[src/rtl/rv2t_trap_controller_if.sv]
// rv2t_trap_controller_if: pipeline/CSR <-> trap controller signal bundle.
//   master: pipeline and CSR file side (drives requests, CSR values, redirect_ack)
//   slave : trap controller side (drives CSR capture port, MIE strobes, flush/redirect, busy)
interface rv2t_trap_controller_if #(
   parameter int XLEN                = 32,
   parameter int PC_BITWIDTH         = 32,
   parameter int EXCEPTION_CODE_BITS = 4
);
   logic                           exc_illegal;
   logic                           exc_ecall;
   logic                           exc_ebreak;
   logic                           exc_store_misalign;
   logic                           exc_load_misalign;
   logic [PC_BITWIDTH-1:0]         exc_pc;
   logic [PC_BITWIDTH-1:0]         exc_addr;
   logic [PC_BITWIDTH-1:0]         next_pc;
   logic                           int_window;
   logic                           mret_req;
   logic                           mtip;
   logic                           mtie;
   logic                           mie;
   logic [XLEN-1:0]                mtvec;
   logic [XLEN-1:0]                mepc;
   logic                           activate_exception;
   logic                           is_interrupt;
   logic [EXCEPTION_CODE_BITS-1:0] exception_code;
   logic [PC_BITWIDTH-1:0]         exception_PC;
   logic [PC_BITWIDTH-1:0]         exception_addr;
   logic                           mie_clear;
   logic                           mie_restore;
   logic                           flush;
   logic                           redirect_valid;
   logic [PC_BITWIDTH-1:0]         redirect_pc;
   logic                           redirect_ack;
   logic                           busy;
   modport master (
      output exc_illegal, exc_ecall, exc_ebreak, exc_store_misalign, exc_load_misalign,
      output exc_pc, exc_addr, next_pc, int_window, mret_req, mtip, mtie, mie, mtvec, mepc,
      output redirect_ack,
      input  activate_exception, is_interrupt, exception_code, exception_PC, exception_addr,
      input  mie_clear, mie_restore, flush, redirect_valid, redirect_pc, busy
   );
   modport slave (
      input  exc_illegal, exc_ecall, exc_ebreak, exc_store_misalign, exc_load_misalign,
      input  exc_pc, exc_addr, next_pc, int_window, mret_req, mtip, mtie, mie, mtvec, mepc,
      input  redirect_ack,
      output activate_exception, is_interrupt, exception_code, exception_PC, exception_addr,
      output mie_clear, mie_restore, flush, redirect_valid, redirect_pc, busy
   );
endinterface

[src/rtl/rv2t_trap_controller.sv]
// rv2t_trap_controller: machine-mode trap entry / mret return sequencer for RV2T.
//   clk        : system clock
//   reset_n    : asynchronous active-low reset
//   sync_reset : synchronous reset, same effect as reset_n
//   bus        : rv2t_trap_controller_if.slave (exception/interrupt/mret requests, CSR
//                values in; CSR capture port, MIE strobes, flush, redirect, busy out)
// Optional feature macro TRAP_VECTORED_MODE_EN: vectored mtvec targets for interrupts.
module rv2t_trap_controller #(
   parameter int XLEN                = 32,
   parameter int PC_BITWIDTH         = 32,
   parameter int EXCEPTION_CODE_BITS = 4
) (
   input logic                    clk,
   input logic                    reset_n,
   input logic                    sync_reset,
   rv2t_trap_controller_if.slave  bus
);
   typedef enum logic [1:0] {IDLE, TRAP, RETURN, WAIT_ACK} state_t;
   // All state lives in one packed struct so both resets clear everything at once.
   typedef struct packed {
      state_t                         state;
      logic                           activate_exception;
      logic                           is_interrupt;
      logic [EXCEPTION_CODE_BITS-1:0] code;
      logic [PC_BITWIDTH-1:0]         exc_pc;
      logic [PC_BITWIDTH-1:0]         exc_addr;
      logic                           mie_clear;
      logic                           mie_restore;
      logic                           flush;
      logic                           redirect_valid;
      logic [PC_BITWIDTH-1:0]         redirect_pc;
      logic                           busy;
   } regs_t;
   regs_t                          regs_q;
   logic                           any_exc;
   logic                           irq_take;
   logic                           misalign;
   logic [EXCEPTION_CODE_BITS-1:0] exc_code;
   logic [XLEN-1:0]                trap_base;
   logic [XLEN-1:0]                trap_target;
   assign any_exc  = bus.exc_illegal | bus.exc_ecall | bus.exc_ebreak |
                     bus.exc_store_misalign | bus.exc_load_misalign;
   assign irq_take = bus.mtip & bus.mtie & bus.mie & bus.int_window;
   assign exc_code = bus.exc_illegal        ? EXCEPTION_CODE_BITS'(2)  :
                     bus.exc_ecall          ? EXCEPTION_CODE_BITS'(11) :
                     bus.exc_ebreak         ? EXCEPTION_CODE_BITS'(3)  :
                     bus.exc_store_misalign ? EXCEPTION_CODE_BITS'(6)  :
                                              EXCEPTION_CODE_BITS'(4);
   // Only a misaligned access that actually won priority reports its address.
   assign misalign  = !bus.exc_illegal && !bus.exc_ecall && !bus.exc_ebreak;
   assign trap_base = bus.mtvec & ~XLEN'(3);
`ifdef TRAP_VECTORED_MODE_EN
   // Evaluated in TRAP, where the captured cause is already registered.
   assign trap_target = (regs_q.is_interrupt && bus.mtvec[1:0] == 2'b01) ?
                        trap_base + (XLEN'(regs_q.code) << 2) : trap_base;
`else
   assign trap_target = trap_base;
`endif
   always_ff @(posedge clk or negedge reset_n) begin
      if (!reset_n) begin
         regs_q <= '0;
      end else if (sync_reset) begin
         regs_q <= '0;
      end else begin
         regs_q.activate_exception <= 1'b0;
         regs_q.mie_clear          <= 1'b0;
         regs_q.mie_restore        <= 1'b0;
         regs_q.flush              <= 1'b0;
         case (regs_q.state)
            IDLE: begin
               if (any_exc) begin
                  regs_q.state              <= TRAP;
                  regs_q.busy               <= 1'b1;
                  regs_q.activate_exception <= 1'b1;
                  regs_q.mie_clear          <= 1'b1;
                  regs_q.flush              <= 1'b1;
                  regs_q.is_interrupt       <= 1'b0;
                  regs_q.code               <= exc_code;
                  regs_q.exc_pc             <= bus.exc_pc;
                  regs_q.exc_addr           <= misalign ? bus.exc_addr : '0;
               end else if (irq_take) begin
                  regs_q.state              <= TRAP;
                  regs_q.busy               <= 1'b1;
                  regs_q.activate_exception <= 1'b1;
                  regs_q.mie_clear          <= 1'b1;
                  regs_q.flush              <= 1'b1;
                  regs_q.is_interrupt       <= 1'b1;
                  regs_q.code               <= EXCEPTION_CODE_BITS'(7);
                  regs_q.exc_pc             <= bus.next_pc;
                  regs_q.exc_addr           <= '0;
               end else if (bus.mret_req) begin
                  regs_q.state       <= RETURN;
                  regs_q.busy        <= 1'b1;
                  regs_q.mie_restore <= 1'b1;
                  regs_q.flush       <= 1'b1;
               end
            end
            TRAP: begin
               regs_q.state          <= WAIT_ACK;
               regs_q.redirect_valid <= 1'b1;
               regs_q.redirect_pc    <= PC_BITWIDTH'(trap_target);
            end
            RETURN: begin
               regs_q.state          <= WAIT_ACK;
               regs_q.redirect_valid <= 1'b1;
               regs_q.redirect_pc    <= PC_BITWIDTH'(bus.mepc & ~XLEN'(1));
            end
            WAIT_ACK: begin
               if (bus.redirect_ack) begin
                  regs_q.state          <= IDLE;
                  regs_q.redirect_valid <= 1'b0;
                  regs_q.busy           <= 1'b0;
               end
            end
            default: regs_q.state <= IDLE;
         endcase
      end
   end
   assign bus.activate_exception = regs_q.activate_exception;
   assign bus.is_interrupt       = regs_q.is_interrupt;
   assign bus.exception_code     = regs_q.code;
   assign bus.exception_PC       = regs_q.exc_pc;
   assign bus.exception_addr     = regs_q.exc_addr;
   assign bus.mie_clear          = regs_q.mie_clear;
   assign bus.mie_restore        = regs_q.mie_restore;
   assign bus.flush              = regs_q.flush;
   assign bus.redirect_valid     = regs_q.redirect_valid;
   assign bus.redirect_pc        = regs_q.redirect_pc;
   assign bus.busy               = regs_q.busy;
endmodule
[src/flat_wrapper.sv]
// flat-port wrapper written by rule: the top's interface ports become plain ports
module rv2t_trap_controller_flat 
#(
   parameter int XLEN                = 32,
   parameter int PC_BITWIDTH         = 32,
   parameter int EXCEPTION_CODE_BITS = 4
)
  (clk, reset_n, sync_reset, bus_exc_illegal, bus_exc_ecall, bus_exc_ebreak, bus_exc_store_misalign, bus_exc_load_misalign, bus_exc_pc, bus_exc_addr, bus_next_pc, bus_int_window, bus_mret_req, bus_mtip, bus_mtie, bus_mie, bus_mtvec, bus_mepc, bus_redirect_ack, bus_activate_exception, bus_is_interrupt, bus_exception_code, bus_exception_PC, bus_exception_addr, bus_mie_clear, bus_mie_restore, bus_flush, bus_redirect_valid, bus_redirect_pc, bus_busy);
  rv2t_trap_controller_if #(.XLEN(XLEN), .PC_BITWIDTH(PC_BITWIDTH), .EXCEPTION_CODE_BITS(EXCEPTION_CODE_BITS)) bus_i ();
  input logic clk;
  input logic reset_n;
  input logic sync_reset;
  input wire logic [$bits(bus_i.exc_illegal)-1:0] bus_exc_illegal;
  input wire logic [$bits(bus_i.exc_ecall)-1:0] bus_exc_ecall;
  input wire logic [$bits(bus_i.exc_ebreak)-1:0] bus_exc_ebreak;
  input wire logic [$bits(bus_i.exc_store_misalign)-1:0] bus_exc_store_misalign;
  input wire logic [$bits(bus_i.exc_load_misalign)-1:0] bus_exc_load_misalign;
  input wire logic [$bits(bus_i.exc_pc)-1:0] bus_exc_pc;
  input wire logic [$bits(bus_i.exc_addr)-1:0] bus_exc_addr;
  input wire logic [$bits(bus_i.next_pc)-1:0] bus_next_pc;
  input wire logic [$bits(bus_i.int_window)-1:0] bus_int_window;
  input wire logic [$bits(bus_i.mret_req)-1:0] bus_mret_req;
  input wire logic [$bits(bus_i.mtip)-1:0] bus_mtip;
  input wire logic [$bits(bus_i.mtie)-1:0] bus_mtie;
  input wire logic [$bits(bus_i.mie)-1:0] bus_mie;
  input wire logic [$bits(bus_i.mtvec)-1:0] bus_mtvec;
  input wire logic [$bits(bus_i.mepc)-1:0] bus_mepc;
  input wire logic [$bits(bus_i.redirect_ack)-1:0] bus_redirect_ack;
  output wire logic [$bits(bus_i.activate_exception)-1:0] bus_activate_exception;
  output wire logic [$bits(bus_i.is_interrupt)-1:0] bus_is_interrupt;
  output wire logic [$bits(bus_i.exception_code)-1:0] bus_exception_code;
  output wire logic [$bits(bus_i.exception_PC)-1:0] bus_exception_PC;
  output wire logic [$bits(bus_i.exception_addr)-1:0] bus_exception_addr;
  output wire logic [$bits(bus_i.mie_clear)-1:0] bus_mie_clear;
  output wire logic [$bits(bus_i.mie_restore)-1:0] bus_mie_restore;
  output wire logic [$bits(bus_i.flush)-1:0] bus_flush;
  output wire logic [$bits(bus_i.redirect_valid)-1:0] bus_redirect_valid;
  output wire logic [$bits(bus_i.redirect_pc)-1:0] bus_redirect_pc;
  output wire logic [$bits(bus_i.busy)-1:0] bus_busy;
  assign bus_i.exc_illegal = bus_exc_illegal;
  assign bus_i.exc_ecall = bus_exc_ecall;
  assign bus_i.exc_ebreak = bus_exc_ebreak;
  assign bus_i.exc_store_misalign = bus_exc_store_misalign;
  assign bus_i.exc_load_misalign = bus_exc_load_misalign;
  assign bus_i.exc_pc = bus_exc_pc;
  assign bus_i.exc_addr = bus_exc_addr;
  assign bus_i.next_pc = bus_next_pc;
  assign bus_i.int_window = bus_int_window;
  assign bus_i.mret_req = bus_mret_req;
  assign bus_i.mtip = bus_mtip;
  assign bus_i.mtie = bus_mtie;
  assign bus_i.mie = bus_mie;
  assign bus_i.mtvec = bus_mtvec;
  assign bus_i.mepc = bus_mepc;
  assign bus_i.redirect_ack = bus_redirect_ack;
  assign bus_activate_exception = bus_i.activate_exception;
  assign bus_is_interrupt = bus_i.is_interrupt;
  assign bus_exception_code = bus_i.exception_code;
  assign bus_exception_PC = bus_i.exception_PC;
  assign bus_exception_addr = bus_i.exception_addr;
  assign bus_mie_clear = bus_i.mie_clear;
  assign bus_mie_restore = bus_i.mie_restore;
  assign bus_flush = bus_i.flush;
  assign bus_redirect_valid = bus_i.redirect_valid;
  assign bus_redirect_pc = bus_i.redirect_pc;
  assign bus_busy = bus_i.busy;
  rv2t_trap_controller #(.XLEN(XLEN), .PC_BITWIDTH(PC_BITWIDTH), .EXCEPTION_CODE_BITS(EXCEPTION_CODE_BITS)) u_core (.clk(clk), .reset_n(reset_n), .sync_reset(sync_reset), .bus(bus_i));
endmodule
[config.mk]
export PLATFORM = sky130hd
export DESIGN_NAME = rv2t_trap_controller_flat
export DESIGN_NICKNAME = d
export VERILOG_FILES = /design/src/rtl/rv2t_trap_controller_if.sv /design/src/rtl/rv2t_trap_controller.sv /design/src/flat_wrapper.sv
export SDC_FILE = /design/constraint.sdc
export NUM_CORES = 1
export LEC_CHECK = 0
export CORE_MARGIN = 2
export CORE_UTILIZATION = 37
export DETAILED_ROUTE_END_ITERATION = 7
export GPL_TIMING_DRIVEN = 0
export PLACE_DENSITY = 0.78
export SETUP_SLACK_MARGIN = 0.05
export SYNTH_ARGS = -nofsm -noshare
export SYNTH_HDL_FRONTEND = slang
export SYNTH_SLANG_ARGS = --single-unit
[constraint.sdc]
create_clock -name clk -period 1.8 [get_ports clk]
set_input_delay 0.45 -clock clk [delete_from_list [all_inputs] [get_ports clk]]
set_output_delay 0.45 -clock clk [all_outputs]
set_load 0.01 [all_outputs]
## Yosys cells after proc, flatten, opt, wreduce, memory -nomap -nowiden

Index checks and enable logic that the tools add are counted.

- Multipliers: 0
- Equality and inequality tests: 5
- Multiplexer cells: 25
- Div/mod/pow operators: 0
- $add $sub $neg: 0
- Magnitude comparators: 0
- Reduce and logical (&&, ||, !) cells: 16
- Shift-type cells: 0
- Bitwise logic cells: 7

Operators with widths:

| cell | count |
|---|---|
| $mux 73 | 2 |
| $mux 109 | 1 |
| $mux 71 | 1 |
| $pmux 32 s2 | 1 |
| $mux 32 | 1 |
| $mux 4 | 3 |
| $reduce_bool 3->1 | 4 |
| $mux 2 | 5 |
| $mux 1 | 8 |
| $pmux 2 s3 | 1 |
| $reduce_and 2->1 | 3 |
| $ne 5x3->1 const B | 1 |
| $eq 2x2->1 const B | 2 |
| $or 1x1->1 | 4 |
| $pmux 1 s2 | 2 |
| $and 1x1->1 | 3 |
| $logic_not 1->1 | 3 |
| $ne 3x3->1 const B | 1 |
| $reduce_and 3->1 | 1 |
| $eq 2x1->1 const B | 1 |
| $logic_and 1x1->1 | 2 |
| $logic_not 2->1 | 1 |
| $reduce_bool 2->1 | 1 |
| $reduce_or 2->1 | 1 |

- Bits in read-only memories: 0
- Output and inout bits: 107
- Memories kept: 0
- RAM bits: 0
- Bits in registers: 109
- Latch bits: 0
- Input port bits: 174
- Word-level logic and storage cells: 65

## Depth between registers and ports, before layout

- Word-level depth: 7
- Gate-level depth with buffers: 8

## Least setup slack after synthesis

OpenSTA, ideal clock, no wires.

- Path kind: input-to-reg
- From: input bus_exc_illegal
- To: register u_core.regs_q, in the netlist u_core.bus.exception_PC[10]
- Setup slack: -0.042 ns
- Library setup time: 0.126 ns
- Stages: 6
- Arrival: 1.716 ns
- Data required time: 1.674 ns
- Path through: or4_4 -> buf_6 -> nor2_4 -> nor2_2 -> buf_6 -> a221o_1

- Cells in the longest elaborated chain, start to end: 7

RTL lines:

| item | line | text |
|---|---|---|
| from (decl) | flat_wrapper.sv:13 | `input wire logic [$bits(bus_i.exc_illegal)-1:0] bus_exc_illegal;` |
| $or 1x1->1 (*) (3 in series) | rv2t_trap_controller.sv:41 | `assign any_exc = bus.exc_illegal \| bus.exc_ecall \| bus.exc_ebreak \|` |
| $or 1x1->1 (*) | rv2t_trap_controller.sv:42 | `bus.exc_store_misalign \| bus.exc_load_misalign;` |
| $mux 73 | rv2t_trap_controller.sv:71 | `if (any_exc) begin` |
| $mux 73 | rv2t_trap_controller.sv:69 | `case (regs_q.state)` |
| $mux 109 | rv2t_trap_controller.sv:62 | `end else if (sync_reset) begin` |
| to (decl) | rv2t_trap_controller.sv:34 | `regs_t regs_q;` |

Mark *: on every way between the ends. The rest lies on a longest branch, timed or not. The select of a mux whose other input is x is not followed.
A chain may end at the register's enable or synchronous reset.

## Worst setup path in the final report

- From: input bus_exc_store_misalign
- To: register u_core.regs_q[107] (netlist name)

- Cells in the longest elaborated chain, start to end: 5

RTL lines:

| item | line | text |
|---|---|---|
| from (decl) | flat_wrapper.sv:16 | `input wire logic [$bits(bus_i.exc_store_misalign)-1:0] bus_exc_store_misalign;` |
| $or 1x1->1 (*) | rv2t_trap_controller.sv:41 |  |
| $or 1x1->1 (*) | rv2t_trap_controller.sv:42 |  |
| $mux 73 | rv2t_trap_controller.sv:71 |  |
| $pmux 2 s3 | rv2t_trap_controller.sv:69 |  |
| $mux 109 | rv2t_trap_controller.sv:62 |  |

Mark *: on every way between the ends. The rest lies on a longest branch, timed or not.

==> impl_metrics.json <==
{
  "final_nets": 1032,
  "postRouteAntennaNets": 0,
  "power_frac_clock_pct": 20.9,
  "synth_area_leaders": "dfrtp_1 (48%), buf_4 (14%), mux2i_1 (5.4%), a22o_1 (5.3%), nor2_1 (4.5%)",
  "cts_num_sinks": 107,
  "via_per_inst": 4.83,
  "drv_slew": 0,
  "dp_hpwl_mm": 12.5,
  "layout_common_cells": "clkdlybuf4s50_1 (162), buf_4 (121), dfrtp_1 (107), dlygate4sd2_1 (103), nor2_1 (66)",
  "combPwrFrac_pct": 46.6,
  "drcViolationCount": 0,
  "synth_edf_count": 0,
  "io_pins": 281,
  "max_cap_viol_count": 0,
  "internal_power_w": 0.00657,
  "initial_core_util_pct": 38.3,
  "switchingPower_w": 0.00331,
  "cts_buffers": 9,
  "fin_worst_skew_ns": 0.00880,
  "critPathMaxStageDelay_ns": 0.54,
  "synthArstFlopShare_pct": 100,
  "drt_iter0_markers": 243,
  "core_area_um2": 14600,
  "via_count": 5036,
  "end_kind": "flop",
  "irDropWorstVdd_mv": 0.638,
  "period_share_pct": 96.2,
  "grt_pass1_vias": 4952,
  "antennaDiodeCount": 0,
  "die-width_um": 127,
  "yosysTopAreaCell": "dfrtp_1",
  "path_clk_slew_ns": 0.08,
  "drt_pass1_iterations": 4,
  "avgRoutedWirePerCell_um": 16.1,
  "place_congestion": 0.797,
  "grt_max_degree": 64,
  "hold_buffers": 0,
  "sw_frac_of_total_pct": 33.5,
  "ys_ff_latch": 107,
  "cp_max_fo": 5,
  "syn2layout_area_growth_pct": 63.7,
  "final_common_cell": "clkdlybuf4s50_1",
  "grt_overflow": 0,
  "worstPathArrival_ns": 1.96,
  "yosysTopAreaCellShare_pct": 47.8,
  "cts_tree": "done",
  "rows": 44,
  "stdcell_count": 1043,
  "required_ns": 2.03,
  "pwr-share-seq_pct": 32.6,
  "syn_nets": 724,
  "grt_pass1_wl_mm": 26.0,
  "cts_root_buffer": "clkbuf_16",
  "clock_latency_ns": 0.35,
  "drive_above_1_share_pct": 23.1,
  "whs_ns": 0.102,
  "grt_use_total_pct": 20.4,
  "h-tree-depth": 3,
  "min_period_ns": 1.73,
  "path_buf_inv": 2,
  "crit_type": "in -> reg",
  "io_buffers": 276,
  "ys_warn_count": 0,
  "routed_wl_mm": 16.8,
  "slew-limit-headroom_pct": 58.7,
  "crit_path_start_kind": "input pin",
  "post-route-util_pct": 62.6,
  "final_hold_viol_count": 0,
  "synth.avg_cell_area_um2": 10.3,
  "p_per_area_nw_per_um2": 1080,
  "crit_path_frequent_cell": "buf_8",
  "synth_cells": 546,
  "setup_viol": 0,
  "slowest_stage": "or4_4",
  "maxClockFrequency_mhz": 577,
  "antenna_found_initial": 0,
  "cp_cell_sequence": "buf_8, or4_4, buf_8, nor4_4, a21boi_2, o32a_1",
  "rsz0062_at_grt": "yes",
  "ys_seq_area_share_pct": 47.8,
  "path_delay_family": "simple AND/OR/NAND/NOR gates",
  "min-delay-path-class": "in -> async",
  "finalPower_w": 0.00988,
  "synth_cell_types": 37,
  "yosys_most_used_dff": "dfrtp_1",
  "tightest_slew_ns": 0.620,
  "die_area_um2": 16100,
  "run_status": "complete, no violations",
  "place_inst": 1007,
  "cts.path.max_buffers": 2,
  "p_leak_nw": 4.83,
  "syn_area_um2": 5600,
  "die_y_um": 127
}
==> repair_timing <==
| action | in CTS | in global routing |
|---|---|---|
| setup buffers | 17 | 3 |
| pin swaps | 10 | 5 |
| gates cloned | 4 | 0 |
| resized for setup | 171 | 30 |
| endpoints found under the setup margin | 207 | 75 |
==> state kept, by name, indices dropped and copies added (netlist names) <==
signal / flops
u_core.regs_q: 2
u_core.bus.exception_code: 4
u_core.bus.redirect_pc: 31
u_core.bus.redirect_valid: 1
u_core.bus.is_interrupt: 1
u_core.bus.exception_PC: 32
u_core.bus.mie_restore: 1
u_core.bus.activate_exception: 1
u_core.bus.exception_addr: 32
u_core.bus.flush: 1
u_core.bus.busy: 1
==> Yosys cell counts (2+ instances only) <==
library cell  count
buf_4           101
nor4_4            3
dfrtp_1         107
and2_1           18
buf_1             3
a21oi_1          48
nor2_1           67
ha_1              4
o32a_1            2
inv_1             5
buf_6             3
mux2i_1          30
clkbuf_1         23
nand4_1          16
o21ai_0          16
nand2b_1          3
nand2_1           2
nor3_1            3
nor2_2            2
a22o_1           34
a221o_1          17
a31oi_1           2
a21o_1           16
buf_2             8
==> power groups by stage <==
| stage | Sequential (W) | Clock, W | Combinational [W] |
|---|---|---|---|
| 2_1_floorplan | 0.00321 | 0 | 0.00264 |
| 3_3_place_gp | 0.00326 | 0 | 0.00456 |
| 3_5_place_dp | 0.00327 | 0 | 0.00461 |
| 4_1_cts | 0.00322 | 0.00213 | 0.00460 |
| 5_1_grt | 0.00329 | 0.00224 | 0.00500 |
| 6_report | 0.00322 | 0.00206 | 0.00460 |
==> cell families after synthesis <==
| family | count (synthesis) | synth area share [%] |
|---|---|---|
| simple gates | 121 | 11.4 |
| fa+ha+maj | 4 | 0.893 |
| mux | 30 | 5.36 |
| flops | 107 | 47.8 |
| other cells | 1 | 0.0669 |
| buf+inv | 143 | 16.9 |
| compound gates | 140 | 17.6 |
==> area by class of cell <==
cell class / instances / area (um2)
repair buffers: 301 / 2870
fillers: 1286 / 5480
well taps: 184 / 230
clock inverters: 7 / 83.8
multi-input cells: 296 / 2050
clock buffers: 9 / 225
plain buffers: 134 / 1010
flip-flops and latches: 107 / 2680
inverters: 5 / 18.8
==> layer usage <==
layer / vias up / GRT usage [%] / wire [um]
li1: 2440 / - / -
met2: 182 / 34.8 / 8470
met3: 20 / 3.64 / 922
met4: 0 / 6.79 / 327
met1: 2394 / 26.3 / 7120
met5: - / 0 / 0
==> stage by stage <==
stage                     setup slack (ns)  cell area, um2  TNS (ns)
after global placement               -4.01            8610   -501.10
after detailed placement             -1.04            8630    -74.92
final                               0.0684            9170         0
after CTS                           0.0449            9100         0
after global routing                0.0156            9170         0
after floorplan                    -0.0422            5610    -0.450
==> path summary, 6_finish.rpt <==
| check | startpoint | slack (ns) | cells after the start | endpoint |
|---|---|---|---|---|
| worst max-delay path | bus_exc_store_misalign | 0.07 | 6 | u_core.regs_q[107]$_DFFE_PN0P_ |
| worst min-delay path | reset_n | 0.10 | 1 | u_core.bus.exception_addr[16]$_DFFE_PN0P_ |
| worst max register to register | u_core.regs_q[107]$_DFFE_PN0P_ | 0.13 | 7 | u_core.bus.exception_PC[10]$_DFFE_PN0P_ |
| worst min register to register | u_core.bus.is_interrupt$_DFFE_PN0P_ | 0.47 | 1 | u_core.bus.is_interrupt$_DFFE_PN0P_ |
| max in group asynchronous | reset_n | 0.97 | 2 | u_core.bus.redirect_pc[27]$_DFFE_PN0P_ |
| min in group clk | bus_exc_ecall | 0.38 | 2 | u_core.bus.exception_code[3]$_DFFE_PN0P_ |
Power figures use the tool's default switching activity.
